`config.mk`:
```
export PLATFORM = sky130hd
export DESIGN_NAME = ascon_bdi_sender
export DESIGN_NICKNAME = d
export VERILOG_FILES = /design/src/rtl/ascon_bdi_sender.sv
export SDC_FILE = /design/constraint.sdc
export NUM_CORES = 1
export LEC_CHECK = 0
export CORE_MARGIN = 4
export CORE_UTILIZATION = 39
export CTS_BUF_LIST = sky130_fd_sc_hd__clkbuf_2
export CTS_CLUSTER_SIZE = 25
export DETAILED_ROUTE_END_ITERATION = 10
export PLACE_DENSITY = 0.88
export SYNTH_ARGS = -nofsm -noshare
export SYNTH_HDL_FRONTEND = slang
export SYNTH_SLANG_ARGS = --single-unit
export TNS_END_PERCENT = 100
```
`constraint.sdc`:
```
create_clock -name clk_i -period 2.4 [get_ports clk_i]
set_input_delay 0.36 -clock clk_i [delete_from_list [all_inputs] [get_ports clk_i]]
set_output_delay 0.36 -clock clk_i [all_outputs]
set_load 0.01 [all_outputs]
```
`src/rtl/ascon_bdi_sender.sv`:
```
// Host-side sender for the ASCON input channels: CFG, KEY, NONCE, AD, DATA, TAG, then an eoi pulse.
// Optional: define ASCON_KEY_REUSE_EN to add cmd_new_key_i and allow skipping the KEY segment.
module ascon_bdi_sender #(
  parameter int KEY_WORDS   = 4,
  parameter int NONCE_WORDS = 4,
  parameter int TAG_WORDS   = 4
) (
  input  logic        clk_i,
  input  logic        rst_n_i,
  input  logic        cmd_valid_i,
  output logic        cmd_ready_o,
  input  logic [31:0] cmd_cfg_i,
  input  logic [7:0]  cmd_msg_len_i,
`ifdef ASCON_KEY_REUSE_EN
  input  logic        cmd_new_key_i,
`endif
  input  logic        src_valid_i,
  input  logic [31:0] src_data_i,
  output logic        src_ready_o,
  output logic        key_valid_o,
  output logic        key_last_o,
  output logic [31:0] key_o,
  input  logic        key_ready_i,
  output logic        bd_valid_o,
  output logic        bd_last_o,
  output logic [2:0]  bd_type_o,
  output logic [3:0]  bd_vld_byte_o,
  output logic [31:0] bd_o,
  input  logic        bdi_ready_i,
  output logic        eoi_o,
  output logic        busy_o
);

  typedef enum logic [2:0] {
    S_IDLE, S_CFG, S_KEY, S_NONCE, S_AD, S_DATA, S_TAG, S_EOI
  } state_t;

  state_t      r_state, w_next;
  logic [31:0] r_cfg;
  logic [7:0]  r_msg_len;
  logic [7:0]  r_rem;
  logic [2:0]  r_wcnt;
  logic        w_xfer;
  logic        w_hash, w_dec, w_send_key;
  logic [7:0]  w_ad_size;
  state_t      w_to_tag, w_to_data, w_to_ad;

`ifdef ASCON_KEY_REUSE_EN
  logic r_new_key;
  assign w_send_key = r_new_key;
`else
  assign w_send_key = 1'b1;
`endif

  assign w_hash    = r_cfg[0];
  assign w_dec     = r_cfg[1];
  assign w_ad_size = r_cfg[23:16];

  // Successor chain that skips empty AD/DATA segments
  assign w_to_tag  = (w_dec && !w_hash) ? S_TAG : S_EOI;
  assign w_to_data = (r_msg_len != 8'd0) ? S_DATA : w_to_tag;
  assign w_to_ad   = (w_ad_size != 8'd0) ? S_AD : w_to_data;

  function automatic logic [3:0] f_mask(input logic [7:0] rem);
    if (rem >= 8'd4) return 4'hF;
    case (rem[1:0])
      2'd1:    return 4'h8;
      2'd2:    return 4'hC;
      2'd3:    return 4'hE;
      default: return 4'h0;
    endcase
  endfunction

  always_comb begin
    w_next        = r_state;
    w_xfer        = 1'b0;
    cmd_ready_o   = 1'b0;
    busy_o        = 1'b1;
    src_ready_o   = 1'b0;
    key_valid_o   = 1'b0;
    key_last_o    = 1'b0;
    key_o         = 32'h0;
    bd_valid_o    = 1'b0;
    bd_last_o     = 1'b0;
    bd_type_o     = 3'd0;
    bd_vld_byte_o = 4'h0;
    bd_o          = 32'h0;
    eoi_o         = 1'b0;
    case (r_state)
      S_IDLE: begin
        cmd_ready_o = 1'b1;
        busy_o      = 1'b0;
        if (cmd_valid_i) w_next = S_CFG;
      end
      S_CFG: begin
        bd_valid_o    = 1'b1;
        bd_last_o     = 1'b1;
        bd_vld_byte_o = 4'hF;
        bd_o          = r_cfg;
        if (bdi_ready_i) begin
          if (w_hash)          w_next = w_to_data;
          else if (w_send_key) w_next = S_KEY;
          else                 w_next = S_NONCE;
        end
      end
      S_KEY: begin
        key_valid_o = src_valid_i;
        key_o       = src_data_i;
        key_last_o  = (r_wcnt == 3'(KEY_WORDS - 1));
        src_ready_o = key_ready_i;
        w_xfer      = src_valid_i && key_ready_i;
        if (w_xfer && key_last_o) w_next = S_NONCE;
      end
      S_NONCE, S_AD, S_DATA, S_TAG: begin
        bd_valid_o  = src_valid_i;
        bd_o        = src_data_i;
        src_ready_o = bdi_ready_i;
        w_xfer      = src_valid_i && bdi_ready_i;
        case (r_state)
          S_NONCE: begin
            bd_type_o     = 3'd1;
            bd_vld_byte_o = 4'hF;
            bd_last_o     = (r_wcnt == 3'(NONCE_WORDS - 1));
            if (w_xfer && bd_last_o) w_next = w_to_ad;
          end
          S_AD: begin
            bd_type_o     = 3'd2;
            bd_vld_byte_o = f_mask(r_rem);
            bd_last_o     = (r_rem <= 8'd4);
            if (w_xfer && bd_last_o) w_next = w_to_data;
          end
          S_DATA: begin
            bd_type_o     = 3'd3;
            bd_vld_byte_o = f_mask(r_rem);
            bd_last_o     = (r_rem <= 8'd4);
            if (w_xfer && bd_last_o) w_next = w_to_tag;
          end
          default: begin
            bd_type_o     = 3'd4;
            bd_vld_byte_o = 4'hF;
            bd_last_o     = (r_wcnt == 3'(TAG_WORDS - 1));
            if (w_xfer && bd_last_o) w_next = S_EOI;
          end
        endcase
      end
      S_EOI: begin
        eoi_o  = 1'b1;
        w_next = S_IDLE;
      end
      default: w_next = S_IDLE;
    endcase
  end

  always_ff @(posedge clk_i or negedge rst_n_i) begin
    if (!rst_n_i) begin
      r_state   <= S_IDLE;
      r_cfg     <= 32'h0;
      r_msg_len <= 8'h0;
      r_rem     <= 8'h0;
      r_wcnt    <= 3'd0;
`ifdef ASCON_KEY_REUSE_EN
      r_new_key <= 1'b0;
`endif
    end else begin
      r_state <= w_next;
      if (r_state == S_IDLE && cmd_valid_i) begin
        r_cfg     <= cmd_cfg_i;
        r_msg_len <= cmd_msg_len_i;
`ifdef ASCON_KEY_REUSE_EN
        r_new_key <= cmd_new_key_i;
`endif
      end
      // Counters restart on every state change; rem is preloaded for byte-sized segments
      if (w_next != r_state) begin
        r_wcnt <= 3'd0;
        if (w_next == S_AD)        r_rem <= w_ad_size;
        else if (w_next == S_DATA) r_rem <= r_msg_len;
      end else if (w_xfer) begin
        r_wcnt <= r_wcnt + 3'd1;
        r_rem  <= (r_rem > 8'd4) ? (r_rem - 8'd4) : 8'd0;
      end
    end
  end

endmodule

```
Yosys cells after proc, flatten, opt, wreduce, memory -nomap -nowiden:

Cells that the tools add are included.

* reduce and logical (&&, ||, !) cells: 15
* add/subtract/negate cells: 2
* magnitude comparators: 3
* eq/ne operators: 15
* multiplexer cells: 45

Operator list (number)
* $pmux 32 s2: 1
* $mux 8: 5
* $mux 3: 11
* $mux 32: 1
* $eq 3x3->1 const B: 6
* $pmux 3 s3: 2
* $pmux 4 s2: 2
* $reduce_bool 8->1: 2
* $pmux 3 s5: 1
* $mux 1: 12
* $mux 4: 3
* $pmux 4 s3: 1
* $eq 3x2->1 const B: 3
* $ge 8x3->1 const B: 1
* $gt 8x3->1 const B: 1
* $le 8x3->1 const B: 1
* $pmux 1 s2: 4
* $sub 8x3->8 const B: 1
* $logic_and 1x1->1: 7
* $eq 2x2->1 const B: 2
* $mux 2: 2
* $reduce_or 4->1: 1
* $add 3x1->3 const B: 1
* $eq 3x1->1 const B: 1
* other kinds (8): 8

* bits of input ports: 78
* logic and storage cells: 85
* register bits after elaboration: 54
* output and inout bits: 79

Logic depth before layout (Yosys ltp):

Gate-level depths: netlist of run 1.

* depth after elaboration: 12
* gate-level depth with buffers: 11
* mapped depth without buffers: 10

Least setup slack after synthesis of run 1:

Ideal clock, no wire load.

* path kind: register -> register
* from: register r_wcnt[0]
* to: register r_rem[5]
* library setup time: 126 ps
* stages on the path, launching flop included: 12
* data arrival time: 2470 ps
* path slack: -196 ps
* clock period less this slack: 2596 ps
* data required time: 2274 ps
* path buffers: 2
* cell sequence: dfrtp_1 > ha_1 > ha_1 > and3_1 > buf_4 > a32o_1 > a22o_1 > and3_1 > buf_2 > nand2_2 > mux2_4 > a221o_1

* cells in the longest elaborated chain, start to end: 8
* elaborated cells between the ends (all ways): 16
* those cells by class: eq/ne (5); mux (7); reduce/logical (4)

Ends and longest elaborated chain
* from (decl): RTL line 42 `logic [2:0] r_wcnt;`
* from (signal assigned): RTL line 179 `r_wcnt <= r_wcnt + 3'd1;`
* $eq 3x2->1 (*): RTL line 109, 123, 141
* $logic_and 1x1->1: RTL line 124, 142
* $mux 3 (on tied branches): RTL line 142, 124
* $pmux 3 s3: RTL line 119 `case (r_state)`
* $pmux 3 s5 (*): RTL line 89 `case (r_state)`
* net w_next[2]: RTL line 38 `state_t r_state, w_next;`
* $ne 3x3->1, or another cell as far along: RTL line 174 `if (w_next != r_state) begin`
* $ne 3x1->1 (no source line), or another cell as far along
* $reduce_and 2->1 (no source line) or $mux 8 (tied branches)
* to (signal assigned): RTL line 176 `if (w_next == S_AD) r_rem <= w_ad_size;`
* to (signal assigned): RTL line 177 `else if (w_next == S_DATA) r_rem <= r_msg_len;`
* to (signal assigned): RTL line 180 `r_rem <= (r_rem > 8'd4) ? (r_rem - 8'd4) : 8'd0;`
* to (decl): RTL line 41 `logic [7:0] r_rem;`

The timed path passes the listed nets; every way through them passes the cells marked *.
A chain may end at the register's enable or synchronous reset.

Worst setup path after layout of run 1:

* from: register r_rem[3]
* to: register r_rem[5]

* cells in the longest elaborated chain, start to end: 8
* elaborated cells between the ends (all ways): 18
* those cells by class: add/sub (1); order compare (2); eq/ne (4); mux (8); reduce/logical (3)

Ends and longest elaborated chain (RTL line)
* $le 8x3->1: 129, 135
* $logic_and 1x1->1: 130, 136
* $mux 3 (on tied branches): 136, 130
* $pmux 3 s3: 119
* $pmux 3 s5: 89
* $ne 3x3->1, or another cell as far along: 174
* $ne 3x1->1 (no source line), or another cell as far along
* $reduce_and 2->1 (no source line) or $mux 8 (tied branches)

Several ways; a longest one is shown, not always the timed one. The select of a mux whose other input is x is not followed.

==> flow_metrics.py, run 1 <==
metrics = {
    "routing": {
        "drt_wl_total_mm": 15.7,
        "ant_nets": 0,
        "drt_iter0_markers": 350,
        "vias": 4042,
        "viasPerCell": 5.86,
        "drc": 0,
        "wl_per_cell_um": 22.7,
        "first_pass_iters": 5,
    },
    "floorplan": {
        "placementRows": 34,
        "start_util": 0.401,
        "core_um2": 8720,
        "die_w_um": 103,
        "pin_count": 157,
        "die-area_um2": 10500,
        "die_h_um": 103,
    },
    "critical_path": {
        "rrSetupSlack_ps": -330,
        "crit_family": "compound AO/OA/AOI/OAI gates",
        "cpMaxStageDelayCell": "dfrtp_1",
        "worstReg2RegEnd": "r_rem[5]$_DFFE_PN0P_",
        "crit_fanout": 6,
        "r2r_cells": 11,
        "cp.buffers_inverters": 3,
        "worst-path-stages": 11,
        "critical_path_arrival_ps": 3120,
        "path_class": "reg -> reg",
        "cp-end-kind": "flip-flop",
        "critPathLaunchType": "flip-flop",
        "cp-endpoint": "r_rem[5]$_DFFE_PN0P_",
        "cp_cell_sequence": "inv_2 > ha_4 > nor3b_4 > buf_6 > o2111ai_4 > or3b_4 > buf_4 > nand2_1 > o21a_2 > o22ai_1 > a221o_1",
        "critPathMaxStageDelay_ps": 460,
        "cp-startpoint": "r_rem[3]$_DFFE_PN0P_",
        "cp.required_ps": 2790,
        "r2r_start": "r_rem[3]$_DFFE_PN0P_",
    },
    "sta": {
        "fmax_mhz": 366,
        "rsz0062_at_grt": "true",
        "skew_ps": 41.1,
        "tightest_slew_ps": 624,
        "fin_crit_ps": 2730,
        "fin_ws_ps": -332,
        "finalCritPeriodShare": 1.14,
        "slew_headroom": 0.581,
        "setup_tns_ps": -2460,
        "setup_viol": 14,
        "drv_slew": 0,
        "hold_violations": 0,
    },
    "logic_synthesis": {
        "yosys.area.top_type": "dfrtp_1",
        "syn_nets": 419,
        "synth_async_sr_flop_share": 1.00,
        "synth_cells": 337,
        "synth_area_um2": 3500,
        "synth_top_area_share": 0.387,
        "synth.avg_cell_area_um2": 10.4,
        "synth_edf_count": 0,
        "synth_top_cells_by_count": "dfrtp_1 (54), mux2_2 (39), and2_1 (37), a22o_1 (34)",
        "synth_ff_type": "dfrtp_1",
        "synth-seq-area-share": 0.387,
        "yosys_warnings": 0,
        "yosysMostFrequentCell": "dfrtp_1",
        "netlist-cell-type-count": 61,
        "ys_seq_elements": 54,
        "synthTopCellsByArea": "dfrtp_1 (39%), mux2_2 (13%), a22o_1 (8.5%)",
    },
    "global_routing": {
        "grt_max_degree": 42,
        "grt.total_usage": 0.243,
        "grt_pass1_wl_mm": 20.2,
        "grt_pass1_vias": 3987,
        "grt_overflow": 0,
        "antenna_found_initial": 0,
    },
    "clock_network": {
        "cts_max_level": 2,
        "cts_tree": "yes",
        "cts_sinks": 54,
        "clk_latency_ps": 450,
        "clock_path_buffers": 2,
        "clk_pin_slew_ps": 280,
        "cts-root-buf": "clkbuf_2",
        "cts_made_buffers": 5,
    },
    "run_status": {
        "status": "finished, violations left",
        "failed_checks": "negative setup slack",
    },
    "finish": {
        "filler_cell_count": 594,
        "multiInputGateArea_um2": 2320,
        "final_cells": 690,
        "final_nets": 664,
        "drive_gt1_frac": 0.531,
        "seq_area_um2": 1360,
        "area_delta_synth_final_pct": 79.6,
        "fin_util": 0.720,
        "antenna_cells": 0,
    },
    "placed_design": {
        "dp.cells": 645,
        "place_congestion": 0.987,
        "portBuffers": 156,
        "hpwl_mm": 9.85,
    },
    "pwr": {
        "max-vdd-ir-drop_mv": 0.556,
        "leakage_uw": 0.00292,
        "powerDensity_nw_per_um2": 1390,
    },
    "flow_run": {
        "maxCapViolCount": 0,
    },
    "hold_path": {
        "min-delay-path-class": "in -> async",
    },
}
## area by class of cell
| type | instances | area share |
|---|---|---|
| clock buffer | 5 | 0.00398 |
| multi-input combinational | 247 | 0.370 |
| tap | 108 | 0.0215 |
| clock inverter | 2 | 0.00159 |
| inverter | 13 | 0.00777 |
| sequential | 54 | 0.216 |
| timing repair buffer | 261 | 0.380 |
## worst register-to-register path, delay by kind of cell, from the launching register on
kind / cells / cell delay, ps
compound gates: 4 / 900
fa+ha+maj: 1 / 130
buf+inv: 3 / 400
flops: 1 / 460
simple gates: 3 / 790
## metal layers
layer  track usage  vias to the layer above  wire length (um)
li1              -                     1742                 -
met3        0.0636                       66              1490
met1         0.287                     1972              5600
met5             0                        -                 0
met4        0.0706                        0               706
met2         0.434                      262              7860
## kinds of logic (layout without fill, tap and decap cells)
logic type               Yosys count  count (layout)  synth area share
adder cells (fa/ha/maj)            4               4            0.0143
AND/OR/NAND/NOR                  109             109             0.196
AO/OA/AOI/OAI                     88              88             0.207
buffers and inverters             36             281            0.0458
XOR/XNOR                           2               2           0.00716
flip-flops                        54              54             0.387
multiplexers                      44              44             0.143
## flip-flops by register name, indices dropped and copies added, names as in the netlist
signal,count
r_rem,8
r_state,3
r_cfg,32
r_wcnt,3
r_msg_len,8
## report_power, final
group,switching (uW),internal (uW)
clock,291,63.2
combinational,3090,3490
sequential,427,1370
total,3800,4920
## how the worst min path moves through the flow
stage,end,slack [ps],startpoint,depth (start not counted)
2_1_floorplan,r_cfg[0]$_DFFE_PN0P_,60,rst_n_i,0
3_3_place_gp,r_msg_len[2]$_DFFE_PN0P_,320,rst_n_i,1
3_5_place_dp,r_msg_len[1]$_DFFE_PN0P_,320,rst_n_i,1
4_1_cts,r_msg_len[7]$_DFFE_PN0P_,330,rst_n_i,2
5_1_grt,r_msg_len[6]$_DFFE_PN0P_,320,rst_n_i,2
6_report,r_msg_len[7]$_DFFE_PN0P_,320,rst_n_i,2
## per-stage QoR
step | worst slack [ps] | power, uW | hold slack (ps) | cell area (um^2)
2_1_floorplan | -75.1 | 4450 | 64.4 | 3570
3_3_place_gp | -240 | 6810 | 317 | 5690
3_5_place_dp | -346 | 6940 | 324 | 5690
4_1_cts | -280 | 7570 | 332 | 5920
5_1_grt | -430 | 9140 | 322 | 6280
6_report | -332 | 8730 | 318 | 6280
## placed cells by master, fill, tap and decap left out, types with 11 or more instances in the layout
cell / count
buf_4: 70
a22o_1: 33
clkdlybuf4s50_1: 77
and2_1: 20
mux2_2: 39
buf_2: 15
and2_4: 16
clkbuf_2: 43
nand2_1: 11
buf_6: 40
dfrtp_1: 51
## timing repair
| item | in CTS | in global routing |
|---|---|---|
| pin swaps | 27 | 50 |
| cloned | 1 | 8 |
| resized for setup | 207 | 168 |
| hold buffers | 1 | 0 |
| setup buffers | 17 | 15 |
| endpoints found under the hold margin | 16 | 0 |
| endpoints found under the setup margin | 85 | 87 |
(Power assumes the default switching activity.)
==> inputs of run 2 (changes only) <==
CAP_MARGIN = 20   (was unset)
CORE_UTILIZATION = 52   (was 39)
DONT_BUFFER_PORTS = 1   (was unset)
PLACE_DENSITY = 0.79   (was 0.88)
SLEW_MARGIN = 20   (was unset)
==> flow_metrics.py, run 2 (synthesis results as in run 1) <==
metrics = {
    "clock_network": {
        "cts-root-buf": "clkbuf_2",
        "clk_pin_slew_ps": 330,
        "cts_made_buffers": 5,
        "cts_tree": "yes",
        "clock_path_buffers": 2,
        "cts_max_level": 2,
        "cts_sinks": 54,
        "clk_latency_ps": 480,
    },
    "sta": {
        "drv_slew": 0,
        "fmax_mhz": 370,
        "fin_crit_ps": 2700,
        "tightest_slew_ps": 426,
        "fin_ws_ps": -299,
        "rsz0062_at_grt": "true",
        "slew_headroom": 0.714,
        "finalCritPeriodShare": 1.12,
        "skew_ps": 29.0,
        "setup_viol": 44,
        "hold_violations": 0,
        "setup_tns_ps": -4090,
    },
    "critical_path": {
        "cp-startpoint": "r_rem[2]$_DFFE_PN0P_",
        "cp-endpoint": "bd_vld_byte_o[1]",
        "crit_fanout": 4,
        "cp.required_ps": 2040,
        "critical_path_arrival_ps": 2340,
        "r2r_cells": 11,
        "path_class": "reg -> out",
        "cp-end-kind": "primary output",
        "rrSetupSlack_ps": -280,
        "critPathLaunchType": "flip-flop",
        "r2r_start": "r_rem[2]$_DFFE_PN0P_",
        "worstReg2RegEnd": "r_rem[3]$_DFFE_PN0P_",
    },
    "run_status": {
        "status": "finished, violations left",
        "failed_checks": "negative setup slack",
    },
    "hold_path": {
        "min-delay-path-class": "in -> reg",
    },
    "finish": {
        "largest_reg_flops": 32,
        "antenna_cells": 0,
        "top_regs": "r_cfg (32), r_msg_len (8), r_rem (8)",
        "final_common_cell": "dfrtp_1",
        "final_nets": 507,
        "area_delta_synth_final_pct": 36.1,
        "regMostFlops": "r_cfg",
        "drive_gt1_frac": 0.383,
        "layout_common_cells": "dfrtp_1 (53), buf_4 (52), dlygate4sd3_1 (42)",
        "final_cells": 503,
    },
    "placed_design": {
        "hpwl_mm": 7.80,
        "place_congestion": 0.900,
        "portBuffers": 0,
        "dp.cells": 445,
    },
    "routing": {
        "ant_nets": 0,
        "drt_iter0_markers": 241,
        "vias": 3272,
        "drt_wl_total_mm": 11.7,
        "first_pass_iters": 7,
        "wl_per_cell_um": 23.3,
        "drc": 0,
        "viasPerCell": 6.50,
    },
    "floorplan": {
        "die-area_um2": 8100,
        "die_h_um": 90.0,
        "start_util": 0.544,
        "core_um2": 6420,
        "placementRows": 29,
        "pin_count": 157,
        "die_w_um": 90.0,
    },
    "global_routing": {
        "antenna_found_initial": 0,
        "grt_max_degree": 55,
        "grt.total_usage": 0.247,
        "grt_pass1_vias": 3046,
        "grt_pass1_wl_mm": 16.3,
        "grt_overflow": 0,
    },
    "pwr": {
        "leakage_uw": 0.00210,
        "powerDensity_nw_per_um2": 1470,
        "max-vdd-ir-drop_mv": 0.999,
    },
    "flow_run": {
        "maxCapViolCount": 0,
    },
}
==> run 2: how the worst min path moves through the flow <==
stage / start / endpoint / cells after the start
final: bdi_ready_i / r_state[2]$_DFF_PN0_ / 2
after global routing: bdi_ready_i / r_state[2]$_DFF_PN0_ / 2
after CTS: cmd_cfg_i[23] / r_cfg[23]$_DFFE_PN0P_ / 1
after detailed placement: rst_n_i / r_msg_len[4]$_DFFE_PN0P_ / 0
after global placement: rst_n_i / r_rem[4]$_DFFE_PN0P_ / 0
after floorplan: rst_n_i / r_cfg[0]$_DFFE_PN0P_ / 0
==> run 2: critical path: stages, from the launching register on <==
cell	delay (ps)
dfrtp_1	500
ha_4	170
nor3b_4	150
buf_4	140
o311a_1	280
or2_4	260
a21o_1	200
o21a_1	150
==> run 2: cell type report <==
class                           count  area [um^2]
Timing Repair Buffer              104          971
Clock buffer                        5         25.0
Clock inverter                      3         48.8
Tap cell                           77         96.3
Fill cell                         417         1670
Multi-Input combinational cell    247         2210
Sequential cell                    54         1350
Inverter                           13         48.8
==> run 2: power breakdown <==
| group | leakage, uW | internal (uW) | switching (uW) | total [uW] |
|---|---|---|---|---|
| sequential | 0.000641 | 1370 | 420 | 1790 |
| combinational | 0.00142 | 2270 | 2410 | 4690 |
| clock | 0.0000411 | 184 | 331 | 514 |
| total | 0.00210 | 3830 | 3160 | 6990 |
==> run 2: repair_timing <==
item	4_1_cts	5_1_grt
pin swaps	4	10
endpoints found under the hold margin	57	38
buffers inserted	3	4
hold buffers	5	38
resized for setup	8	40
setup endpoints to repair	46	82
cloned	0	1
==> run 2: metrics by stage <==
step / hold slack, ps / utilization / setup slack [ps] / area [um^2] / power [uW]
global placement: 66.9 / 0.617 / -56.8 / 3970 / 5520
global route: 179 / 0.741 / -390 / 4760 / 7360
detailed placement: 66.5 / 0.617 / -148 / 3970 / 5620
finish: 236 / 0.741 / -299 / 4760 / 6990
CTS: 8.02 / 0.648 / -309 / 4160 / 6250
floorplan: 64.4 / - / -75.1 / 3570 / 4450
==> run 2: routing by layer <==
metal	global-route usage	wire length, um	vias up
met5	0	0	-
met4	0.0765	409	0
met3	0.0609	810	43
met1	0.308	4510	1608
li1	-	-	1421
met2	0.424	5990	200
